$ cat config.mk
export PLATFORM = sky130hd
export DESIGN_NAME = vector_gather
export DESIGN_NICKNAME = d
export VERILOG_FILES = /design/src/rtl/vector_gather_pkg.sv /design/src/rtl/vector_gather_rr_arbiter.sv /design/src/rtl/vector_gather.sv
export SDC_FILE = /design/constraint.sdc
export NUM_CORES = 1
export LEC_CHECK = 0
export ABC_CLOCK_PERIOD_IN_PS = 8700
export CAP_MARGIN = 20
export CORE_ASPECT_RATIO = 0.7
export CORE_UTILIZATION = 30
export CTS_CLUSTER_SIZE = 12
export DETAILED_ROUTE_END_ITERATION = 6
export GPL_TIMING_DRIVEN = 0
export SLEW_MARGIN = 15
export SYNTH_ARGS = -nofsm -noshare
export SYNTH_HDL_FRONTEND = slang
export SYNTH_HIERARCHICAL = 1
export SYNTH_SLANG_ARGS = --single-unit
$ cat constraint.sdc
create_clock -name clk -period 8.7 [get_ports clk]
set_clock_uncertainty 0.05 [all_clocks]
set_input_delay 1.305 -clock clk [delete_from_list [all_inputs] [get_ports clk]]
set_output_delay 1.305 -clock clk [all_outputs]
set_load 0.02 [all_outputs]
$ cat src/rtl/vector_gather_pkg.sv
// Shared sizing for the column fetcher / vector gather pair, plus the
// end-of-row sentinel used when VECTOR_GATHER_EOR_EN is defined.
package vector_gather_pkg;

    localparam int CHANNEL_NUM     = 8;
    localparam int CHANNEL_NUM_LOG = 3;
    localparam int COL_ID_SIZE     = 16;
    localparam int VAL_SIZE        = 16;
    localparam int ADDR_SIZE       = 13;

    localparam logic [COL_ID_SIZE-1:0] EOR_SENTINEL = {COL_ID_SIZE{1'b1}};

    typedef logic [CHANNEL_NUM_LOG-1:0] chan_t;

    typedef struct packed {
        logic  valid;
        chan_t ch;
    } s1_t;

    typedef struct packed {
        logic  valid;
        chan_t ch;
        logic  last;
    } s2_t;

    // Channel index after ch, wrapping the last channel back to zero.
    function automatic chan_t next_chan(input chan_t ch);
        chan_t nxt;
        if (ch == chan_t'(CHANNEL_NUM - 1)) begin
            nxt = {CHANNEL_NUM_LOG{1'b0}};
        end else begin
            nxt = ch + {{(CHANNEL_NUM_LOG-1){1'b0}}, 1'b1};
        end
        return nxt;
    endfunction

endpackage

$ cat src/rtl/vector_gather_rr_arbiter.sv
// Round-robin arbiter: grants the first requester at or after rr_ptr,
// wrapping; purely combinational.
module rr_arbiter
    import vector_gather_pkg::*;
(
    input  logic [CHANNEL_NUM-1:0]     req,
    input  logic [CHANNEL_NUM_LOG-1:0] rr_ptr,
    output logic [CHANNEL_NUM-1:0]     grant,
    output logic [CHANNEL_NUM_LOG-1:0] grant_idx,
    output logic                       grant_valid
);

    // Walk the channels starting at rr_ptr; the first hit wins and masks the rest.
    always_comb begin
        logic [CHANNEL_NUM_LOG-1:0] idx_s;
        logic                       hit_s;
        grant       = {CHANNEL_NUM{1'b0}};
        grant_idx   = {CHANNEL_NUM_LOG{1'b0}};
        grant_valid = 1'b0;
        idx_s       = rr_ptr;
        hit_s       = 1'b0;
        for (int k = 0; k < CHANNEL_NUM; k++) begin
            hit_s        = req[idx_s] & ~grant_valid;
            grant[idx_s] = grant[idx_s] | hit_s;
            grant_idx    = hit_s ? idx_s : grant_idx;
            grant_valid  = grant_valid | hit_s;
            idx_s        = next_chan(idx_s);
        end
    end

endmodule

$ cat src/rtl/vector_gather.sv
// Drains per-channel column-id FIFOs round-robin, looks each id up in the
// vector RAM and parks the operand in a per-channel valid/ready slot.
// Define VECTOR_GATHER_EOR_EN to treat an all-ones id as end-of-row.
module vector_gather
    import vector_gather_pkg::*;
(
    input  logic                            clk,
    input  logic                            rst,
    input  logic [CHANNEL_NUM-1:0]          fifo_empty,
    input  logic [COL_ID_SIZE*CHANNEL_NUM-1:0] fifo_data,
    output logic [CHANNEL_NUM-1:0]          fifo_read,
    output logic [ADDR_SIZE-1:0]            vec_addr,
    input  logic [VAL_SIZE-1:0]             vec_data,
    output logic [CHANNEL_NUM-1:0]          out_valid,
    input  logic [CHANNEL_NUM-1:0]          out_ready,
    output logic [VAL_SIZE*CHANNEL_NUM-1:0] out_data,
    output logic [CHANNEL_NUM-1:0]          out_last
);

`ifdef VECTOR_GATHER_EOR_EN
    localparam logic EOR_EN = 1'b1;
`else
    localparam logic EOR_EN = 1'b0;
`endif

    s1_t                             s1_r;
    s2_t                             s2_r;
    chan_t                           rr_ptr_r;
    logic [ADDR_SIZE-1:0]            addr_hold_r;
    logic [CHANNEL_NUM-1:0]          out_valid_r;
    logic [CHANNEL_NUM-1:0]          out_last_r;
    logic [VAL_SIZE*CHANNEL_NUM-1:0] out_data_r;

    logic [CHANNEL_NUM-1:0]          in_flight_s;
    logic [CHANNEL_NUM-1:0]          req_s;
    logic [CHANNEL_NUM-1:0]          grant_s;
    chan_t                           grant_idx_s;
    logic                            grant_valid_s;
    logic [COL_ID_SIZE-1:0]          s1_col_s;
    logic                            s1_last_s;

    // A channel already in stage 1, stage 2 or holding a full slot may not pop again.
    always_comb begin
        in_flight_s           = out_valid_r;
        in_flight_s[s1_r.ch]  = in_flight_s[s1_r.ch] | s1_r.valid;
        in_flight_s[s2_r.ch]  = in_flight_s[s2_r.ch] | s2_r.valid;
        req_s                 = ~fifo_empty & ~in_flight_s;
    end

    rr_arbiter u_arb (
        .req         (req_s),
        .rr_ptr      (rr_ptr_r),
        .grant       (grant_s),
        .grant_idx   (grant_idx_s),
        .grant_valid (grant_valid_s)
    );

    // The pop must go out in the grant cycle, so fifo_read is combinational.
    assign fifo_read = rst ? {CHANNEL_NUM{1'b0}} : grant_s;

    assign s1_col_s  = fifo_data[s1_r.ch*COL_ID_SIZE +: COL_ID_SIZE];
    assign s1_last_s = EOR_EN & (s1_col_s == EOR_SENTINEL);
    assign vec_addr  = s1_r.valid ? s1_col_s[ADDR_SIZE-1:0] : addr_hold_r;

    // Pipeline stages, held RAM address and round-robin pointer.
    always_ff @(posedge clk or posedge rst) begin
        if (rst) begin
            s1_r.valid  <= 1'b0;
            s1_r.ch     <= {CHANNEL_NUM_LOG{1'b0}};
            s2_r.valid  <= 1'b0;
            s2_r.ch     <= {CHANNEL_NUM_LOG{1'b0}};
            s2_r.last   <= 1'b0;
            addr_hold_r <= {ADDR_SIZE{1'b0}};
            rr_ptr_r    <= {CHANNEL_NUM_LOG{1'b0}};
        end else begin
            s1_r.valid <= grant_valid_s;
            s1_r.ch    <= grant_idx_s;
            s2_r.valid <= s1_r.valid;
            s2_r.ch    <= s1_r.ch;
            s2_r.last  <= s1_last_s;
            if (s1_r.valid) begin
                addr_hold_r <= s1_col_s[ADDR_SIZE-1:0];
            end else begin
                addr_hold_r <= addr_hold_r;
            end
            if (grant_valid_s) begin
                rr_ptr_r <= next_chan(grant_idx_s);
            end else begin
                rr_ptr_r <= rr_ptr_r;
            end
        end
    end

    // Output slots: load from stage 2, empty on handshake; never both on one channel.
    always_ff @(posedge clk or posedge rst) begin
        if (rst) begin
            out_valid_r <= {CHANNEL_NUM{1'b0}};
            out_last_r  <= {CHANNEL_NUM{1'b0}};
            out_data_r  <= {(VAL_SIZE*CHANNEL_NUM){1'b0}};
        end else begin
            for (int i = 0; i < CHANNEL_NUM; i++) begin
                if (s2_r.valid && (s2_r.ch == chan_t'(i))) begin
                    out_valid_r[i] <= 1'b1;
                    out_last_r[i]  <= s2_r.last;
                    out_data_r[i*VAL_SIZE +: VAL_SIZE] <= s2_r.last ? {VAL_SIZE{1'b0}} : vec_data;
                end else if (out_valid_r[i] && out_ready[i]) begin
                    out_valid_r[i] <= 1'b0;
                end else begin
                    out_valid_r[i] <= out_valid_r[i];
                end
            end
        end
    end

    assign out_valid = out_valid_r;
    assign out_last  = out_last_r;
    assign out_data  = out_data_r;

endmodule

==> Yosys cells after proc, flatten, opt, wreduce, memory -nomap -nowiden <==
Memories as Yosys holds them, arrays and structs flattened.
Index checks and enable logic that the tools add are counted.
{ "classes": {"order_cmp": 20, "n_addsub": 8, "n_reduce_logical": 35, "bitwise_logic": 35, "n_shift": 1, "muxes": 98, "n_eq_ne": 15} }
{ "op_table": {"columns": ["operator", "count"], "rows": [
  ["variable part select 128 x 8 -> 13 bit", 1],
  ["bitwise mux 8 bit", 9],
  ["binary-select mux 1 bit (select 3 bit)", 17],
  ["two-way mux 3 bit", 16],
  ["two-way mux 1 bit", 44],
  ["< comparator 3 x 4 -> 1 bit, second input constant", 10],
  ["equality test 3 bit, second input constant", 12],
  ["demux 1 bit (select 3 bit)", 10],
  ["greater-or-equal comparator 3 x 1 -> 1 bit, second input constant", 10],
  ["logical AND 1 bit", 26],
  ["adder 3 x 1 -> 3 bit, second input constant", 8],
  ["bitwise OR 1 bit", 17],
  ["AND 8 bit", 2],
  ["inverter 8 bit", 2],
  ["nonzero test 2 bit", 8],
  ["two-way mux 13 bit", 1],
  ["two-way mux 8 bit", 1],
  ["AND 1 bit", 7],
  ["inverter 1 bit", 7],
  ["equality test 3 x 2 -> 1 bit, second input constant", 2],
  ["equality test 3 x 1 -> 1 bit, second input constant", 1],
  ["zero test 3 bit", 1]
]} }
{ "totals": {"register_bits": 160, "word_cells": 235, "inputBits": 162, "romBits": 8, "n_memories": 1} }
{ "memory_table": {"columns": ["memory", "depth", "width", "rd", "rd_clocked_by_memory_dff", "wr", "line_no", "text"], "rows": [
  ["(name not given)", 8, 1, 1, 0, 0, "vector_gather_rr_arbiter.sv:24", "grant[idx_s] = grant[idx_s] | hit_s;"]
]} }

==> Depth between registers and ports, before layout <==
Gate-level depths: netlist of the first run.
{ "depth": {"word_depth": 44, "depth_mapped": 21} }

==> By module <==
The synthesis of the first run kept the hierarchy.
{ "modules_own_cells": {"columns": ["mod", "area_each_um2", "n_inst", "cells_each"], "rows": [
  ["vector_gather", 7081.8, 1, 507],
  ["rr_arbiter", 1906.8, 1, 284]
]} }

==> Worst setup path before layout of the first run <==
Ideal clock, no wire load.
{ "synth_path": {"kind": "reg2out", "start": "register rr_ptr_r[0]", "end": "output fifo_read[3]", "n_path_buf": 1, "required_ns": 7.345, "stages_incl_launch_ff": 16, "path_slack_ns": 2.853, "t_arrival_ns": 4.492, "path_cell_list": "dfrtp_1 ha_1 ha_1 nor2b_2 clkbuf_1 ha_1 xor2_1 mux4_2 nand4b_1 o311ai_1 o21ai_1 a221o_1 a22oi_2 a32oi_2 a311oi_1 nor2b_1"} }
{ "synth_via": {"elab_chain_len": 34} }
{ "synth_rtl": {"columns": ["element", "line_no", "text"], "rows": [
  ["from (decl)", "vector_gather.sv:28", "chan_t rr_ptr_r;"],
  ["from (signal assigned)", "vector_gather.sv:74", "rr_ptr_r <= {CHANNEL_NUM_LOG{1'b0}};"],
  ["from (signal assigned)", "vector_gather.sv:87", "rr_ptr_r <= next_chan(grant_idx_s);"],
  ["from (signal assigned)", "vector_gather.sv:89", "rr_ptr_r <= rr_ptr_r;"],
  ["< comparator 3 x 4 -> 1 bit (implied by the code) or greater-or-equal comparator 3 x 1 -> 1 bit (tied branches)", "vector_gather_rr_arbiter.sv:24", null],
  ["logical AND 1 bit (implied by the code)", "vector_gather_rr_arbiter.sv:24", null],
  ["two-way mux 1 bit (implied by the code)", "vector_gather_rr_arbiter.sv:24", null],
  ["demux 1 bit (select 3 bit)", null, null],
  ["AND 8 bit (no line)", null, null],
  ["binary-select mux 1 bit (select 3 bit)", "vector_gather_rr_arbiter.sv:24", null],
  ["two-way mux 1 bit (implied by the code)", "vector_gather_rr_arbiter.sv:24", null],
  ["bitwise OR 1 bit", "vector_gather_rr_arbiter.sv:24", null],
  ["[... 19 more ...]", null, null],
  ["bitwise OR 1 bit", "vector_gather_rr_arbiter.sv:24", null],
  ["bitwise mux 8 bit", "vector_gather_rr_arbiter.sv:24", null],
  ["binary-select mux 1 bit (select 3 bit)", "vector_gather_rr_arbiter.sv:24", null],
  ["two-way mux 1 bit (implied by the code)", "vector_gather_rr_arbiter.sv:24", null],
  ["bitwise OR 1 bit", "vector_gather_rr_arbiter.sv:24", null],
  ["bitwise mux 8 bit *", "vector_gather_rr_arbiter.sv:24", null],
  ["net grant_s[3]", "vector_gather.sv:36", "logic [CHANNEL_NUM-1:0] grant_s;"],
  ["two-way mux 8 bit *", "vector_gather.sv:59", "assign fifo_read = rst ? {CHANNEL_NUM{1'b0}} : grant_s;"],
  ["to (decl)", "vector_gather.sv:11", "output logic [CHANNEL_NUM-1:0] fifo_read,"]
]} }
Mark *: on every way through the listed nets, which the timed path passes. The rest lies on a longest branch. The select of a mux whose other input is x is not followed.

==> Worst setup path after layout of the first run <==
{ "layout_path": {"start": "register rr_ptr_r[1]", "end": "output fifo_read[3]"} }
The elaborated chain is that of the path after synthesis.

==> metrics, run 1 <==
status finished clean; total global-route track usage 0.2151; Worst Setup SP rr_ptr_r[1]$_DFFE_PP0P_; crit share post-route 0.9284; Post CTS Setup Buffer Count 0; Hold Crit Start s1_r[0]$_DFF_PP0_; crit path time final 8.077 ns; fraction of registers with async set/reset 1.000; Setup TNS Final 0 ns; area leader, netlist dfrtp_1; Max Slew Vio Count 0; RSZ-0062 raised after global routing no; TritonCTS buffer count 17; worst slew pin tran approximately 1.1 ns; relative slew slack 0.2899; critical path depth 18; DPL Wire Length 24850 um; WP buf/inv 4; CP Data Required Time 7.34 ns; Reg clk slew, reported paths 0.07 ns; root buffer cell clkbuf_16; CP Capture Type output port; WP data arrival 6.72 ns; Most Frequent Cell on Critical Path ha_1; crit path capture fifo_read[3]; largest net degree at the start of global routing 107; register area share after synthesis 0.4454; initial antenna violation count 0; CTS tree yes; total die area 0.03067 mm^2; final setup violating endpoints 0; crit-path cells ha_1 -> ha_1 -> nor2_4 -> inv_2 -> buf_6 -> clkbuf_1 -> ha_1 -> xor2_1 -> mux4_2 -> nand4b_1 -> o311ai_1 -> o21ai_1 -> a221o_1 -> a22oi_2 -> a32oi_2 -> a311oi_1 -> nor2b_1 -> clkdlybuf4s50_1; Wirelength per Cell 21.81 um; CP Launch Type flop; slowest stage delay, CP between 0.6 and 0.7 ns; Reg2Reg Depth 20; final WL 32750 um; post-layout net count 1283; YS warnings 6; crit-path leading delay family compound AO/OA/AOI/OAI gates; top-area cell type share of the netlist area 0.4454; HP Class reg -> reg; die height 146.8 um; io pins 327; worst-skew pair later-pin latency 0.43 ns; H-tree levels 4; Die Wd 208.9 um; reg2reg start rr_ptr_r[0]$_DFFE_PP0P_; Area contributors post-synth dfrtp_1, mux2_2, mux2i_1; CTS Buffer Depth 2; crit-path max FO 10; slowest CP cell clkdlybuf4s50_1; Synth Instances just under 800; Layout area overhead 44.74%; diodes inserted 0; Port Buffers 294; Final Hold Vio Count 0; # Max-Cap Violations 0; highest clock rate 123.8 MHz; DRT antenna net count 0; cts hold-fix bufs 0; Sink Count 160; core footprint between 0.02 and 0.03 mm^2; starting density of the core 0.3084; vias per cell around 5.3; initial drt markers 525; Worst Path Class, Setup reg -> out; Mean Syn Cell Area between 10 and 15 um^2; number of unique standard cell types used by synthesis 75; Hold Slack ~0.43 ns; row count 52; number of global-route vias before repair 8066; layout cells sized above 1 0.2162; reg2reg setup slack 2.82 ns; # DRC 0; RePlAce Congestion around 0.94; total congestion overflow 0; Primary FF master, synth dfrtp_1; #FFs+latches synth 160; Post-CTS Resized 0; first-pass GRT wire length slightly below 50000 um; DR vias 7983; r2r endpoint rr_ptr_r[2]$_DFFE_PP0P_; Post-synth EDFFs 0; area of the mapped netlist 0.008989 mm^2; first drt pass iteration count 5
worst register-to-register path: cells and delay by family (launching register included):
kind | cells | cell delay [ns]
adder cells (fa/ha/maj) | 5 | 1.31
XOR/XNOR | 2 | 1.21
AO/OA/AOI/OAI | 4 | 0.89
multiplexers | 2 | 0.69
AND/OR/NAND/NOR | 4 | 0.61
buffers and inverters | 3 | 0.58
flip-flops | 1 | 0.43
synth_stat cells, types with 3 or more instances:
cell       instances
buf_2             24
nor3b_1            3
a221o_1            3
nor2_1            36
a311o_1            3
inv_1             18
o21ai_1            5
nor4_1             6
nand3_1           20
nand2_1           54
clkbuf_1          23
a2111oi_0          3
a311oi_1           4
mux2i_1           33
o2bb2ai_1          4
o22ai_1            8
ha_1               9
a21o_1             5
o22a_1             4
mux2_2           143
nand2b_1           6
a2bb2oi_1          4
nand4b_2           3
nor2b_1           12
a31oi_1           12
o211ai_1           6
mux4_1             7
a21oi_1           21
o221ai_1           4
nor3_1            16
dfrtp_1          160
and3_1             5
nand4_1            3
a221oi_1           5
o21ai_0           38
buf_4             13
o31a_1             3
and2_1             6
mux4_2             9
a22oi_1            5
state kept, by name (all words and copies together), names as in the netlist:
name         flops
out_data       128
addr_hold_r     13
out_valid        8
s1_r             4
s2_r             4
rr_ptr_r         3
cells by family (layout without fill, tap and decap cells):
| group | after synthesis | in the layout | synth area share |
|---|---|---|---|
| muxes | 194 | 194 | 0.2631 |
| and+or+nand+nor | 186 | 186 | 0.1094 |
| adders and majority gates | 9 | 9 | 0.01253 |
| AOI/OAI and AO/OA | 157 | 157 | 0.1219 |
| other | 1 | 8 | 0.0004172 |
| xor gates and xnor gates | 3 | 3 | 0.002924 |
| buffers and inverters | 81 | 407 | 0.04426 |
| DFF | 160 | 160 | 0.4454 |
routing by layer:
| metal | GRT usage | part of all wire | up-vias |
|---|---|---|---|
| met4 | 0.06581 | 0.020 | 0 |
| li1 | - | - | 3594 |
| met5 | 0 | 0 | - |
| met2 | 0.3443 | 0.46 | 397 |
| met1 | 0.2855 | 0.44 | 3958 |
| met3 | 0.05494 | 0.078 | 34 |
cell usage in the layout, fill, tap and decap left out, types with 12 or more instances in the layout:
master	instances
nor3_1	16
mux2_2	143
dfrtp_1	160
inv_1	17
clkbuf_1	25
buf_4	13
buf_2	24
mux2i_1	33
clkbuf_16	17
a31oi_1	12
clkdlybuf4s50_1	294
nand2_1	54
a21oi_1	21
o21ai_0	38
nor2_1	36
nand3_1	20
nor2b_1	12
worst min path at each step:
stage                                   end  slack (ns)  cells past startpoint
after floorplan           s2_r[1]$_DFF_PP0_        0.30                      0
after global placement    s2_r[4]$_DFF_PP0_        0.41                      0
after detailed placement  s2_r[4]$_DFF_PP0_        0.41                      0
after CTS                 s2_r[4]$_DFF_PP0_        0.42                      0
after global routing      s2_r[4]$_DFF_PP0_        0.44                      0
final                     s2_r[1]$_DFF_PP0_        0.43                      0
per-stage QoR:
step	cell area (um^2)	utilization	setup slack, ns	instances
finish	13010	0.4463	0.6233	1502
global route	13010	0.4463	0.1490	1502
CTS	13010	0.4463	0.6792	1502
detailed placement	12470	0.4279	0.9153	1471
global placement	12430	0.4265	0.2473	1470
floorplan	9015	-	2.853	798
area by class of cell:
type                       instances  area, um^2
multi-input combinational        557        4619
buffer                            62       326.6
timing repair buffer             295        2970
inverter                          19       78.83
clock inverter                    10       77.57
fill                            2809       16140
tap                              378       473.0
sequential                       160        4004
clock buffer                      21       460.4
Power of run 1 is not shown: default switching activity piles up to over one toggle a cycle in this logic, so the estimate is an artifact.
==> run 2: changes to the inputs <==
Settings changed: CORE_MARGIN from default to 2.
==> run 2 against run 1 <==
Compared with the run above:
- count of clock-buffer cells in the layout fell by 3
- largest cell class unchanged
- die area rose by 2.3%
- via count fell by 1.2%
- global-route usage fell by 0.91 points
- setup slack got worse by 0.11 ns
- critical path depth rose by 3
- core utilization rose by 0.15 points
- wire length fell by 1.4%
- first-iteration DRC count rose by 9.9%
- sequential share of layout area fell by 0.17 points
- cell count rose by 0.20%
- final area rose by 0.56%
==> metrics, run 2 (synthesis results as in run 1) <==
DR vias 7884; H-tree levels 4; initial drt markers 577; CP Launch Type flop; largest net degree at the start of global routing 85; number of flip-flops in the largest register 128; crit path time final 8.182 ns; CP Capture Type output port; crit-path max FO 10; first-pass GRT wire length 48780 um; # fillers 2789; vias per cell between 5 and 6; RSZ-0062 raised after global routing no; Non-Filler Instances 1505; Layout area overhead 45.55%; row count 52; initial antenna violation count 0; number of global-route vias before repair 7957; Post-CTS Resized 0; HP Class reg -> reg; most frequent cells in the layout clkdlybuf4s50_1, dfrtp_1, mux2_2; post-layout net count 1285; Post CTS Setup Buffer Count 0; DPL Wire Length approximately 24000 um; reg2reg setup slack 3.08 ns; core footprint 0.02921 mm^2; reg2reg start rr_ptr_r[2]$_DFFE_PP0P_; CP Data Required Time between 7 and 8 ns; DRT antenna net count 0; CTS Buffer Depth 2; relative slew slack 0.4675; Final Hold Vio Count 0; Worst Path Class, Setup reg -> out; layout cells sized above 1 0.2192; Worst Setup SP rr_ptr_r[0]$_DFFE_PP0P_; post-route design area 0.01308 mm^2; root buffer cell clkbuf_16; die height 148.8 um; Wirelength per Cell 21.45 um; RePlAce Congestion 0.9445; final setup violating endpoints 0; worst slew pin tran around 0.79 ns; Post-Place Setup Slack 0.8509 ns; total die area 0.03138 mm^2; diodes inserted 0; PnR worst setup slack 0.5178 ns; worst-skew pair later-pin latency 0.43 ns; io pins 327; status finished clean; first drt pass iteration count 6; r2r endpoint rr_ptr_r[2]$_DFFE_PP0P_; DP Cell Count roughly 1500; WP data arrival 6.83 ns; highest clock rate 122.2 MHz; total global-route track usage 0.2060; final WL 32280 um; post-place instance area 0.01251 mm^2; Max Slew Vio Count 0; CTS tree yes; crit path capture fifo_read[6]; most common cell after layout, fill and taps aside clkdlybuf4s50_1; Reg clk slew, reported paths 0.06 ns; Port Buffers 294; Sink Count 160; cts hold-fix bufs 0; # DRC 0; Reg2Reg Depth 18; Die Wd around 210 um; total congestion overflow 0; starting density of the core 0.3077; Setup TNS Final 0 ns; TritonCTS buffer count 17; crit share post-route 0.9405; # Max-Cap Violations 0
[run 2: critical path: stages (launching register included)]
cell	delay (ns)
dfrtp_1	0.43
ha_1	0.22
ha_1	0.29
nor2_4	0.18
inv_2	0.09
buf_6	0.16
clkbuf_1	0.29
ha_1	0.38
clkbuf_1	0.35
inv_1	0.17
clkbuf_1	0.29
nand2_1	0.17
a21o_1	0.16
o32a_1	0.21
a31oi_1	0.23
a311o_1	0.49
nor4_2	0.59
nand2_1	0.14
a32oi_2	0.52
o221ai_1	0.25
nor2b_1	0.18
clkdlybuf4s50_1	0.56
[run 2: area by class of cell]
| class | count | area [um^2] | share of cell area |
|---|---|---|---|
| multi-input cells | 557 | 4619 | 0.3531 |
| flip-flops and latches | 160 | 4004 | 0.3060 |
| repair buffers | 297 | 3005 | 0.2297 |
| well taps | 378 | 473.0 | 0.03615 |
| clock buffers | 18 | 429.2 | 0.03280 |
| plain buffers | 62 | 326.6 | 0.02496 |
| clock inverters | 14 | 146.4 | 0.01119 |
| inverters | 19 | 78.83 | 0.006025 |
[run 2: worst min path at each step]
stage,start,to,depth (start not counted)
6_report,s1_r[3]$_DFF_PP0_,s2_r[4]$_DFF_PP0_,0
5_1_grt,s1_r[3]$_DFF_PP0_,s2_r[4]$_DFF_PP0_,0
4_1_cts,s1_r[3]$_DFF_PP0_,s2_r[4]$_DFF_PP0_,0
3_5_place_dp,s1_r[3]$_DFF_PP0_,s2_r[4]$_DFF_PP0_,0
3_3_place_gp,s1_r[3]$_DFF_PP0_,s2_r[4]$_DFF_PP0_,0
2_1_floorplan,s1_r[0]$_DFF_PP0_,s2_r[1]$_DFF_PP0_,0
[run 2: layer usage]
layer | wire length (um) | track usage
met1 | 14330 | 0.2742
met2 | 14850 | 0.3343
met3 | 2598 | 0.05368
met4 | 496 | 0.05317
met5 | 0 | 0
[run 2: metrics by stage]
stage	utilization	hold WS, ns
final	0.4478	0.4344
after floorplan	-	0.3019
after global routing	0.4478	0.4358
after detailed placement	0.4281	0.4042
after global placement	0.4255	0.4079
after CTS	0.4478	0.4192
Power of run 2 is left out for the same reason.
==> run 3: changes to the inputs <==
Settings changed: ABC_CLOCK_PERIOD_IN_PS 8700 to default.
==> results of run 3 <==
Final layout, timing and power as in run 2 (identical DEF).
Power of run 3 is left out for the same reason.
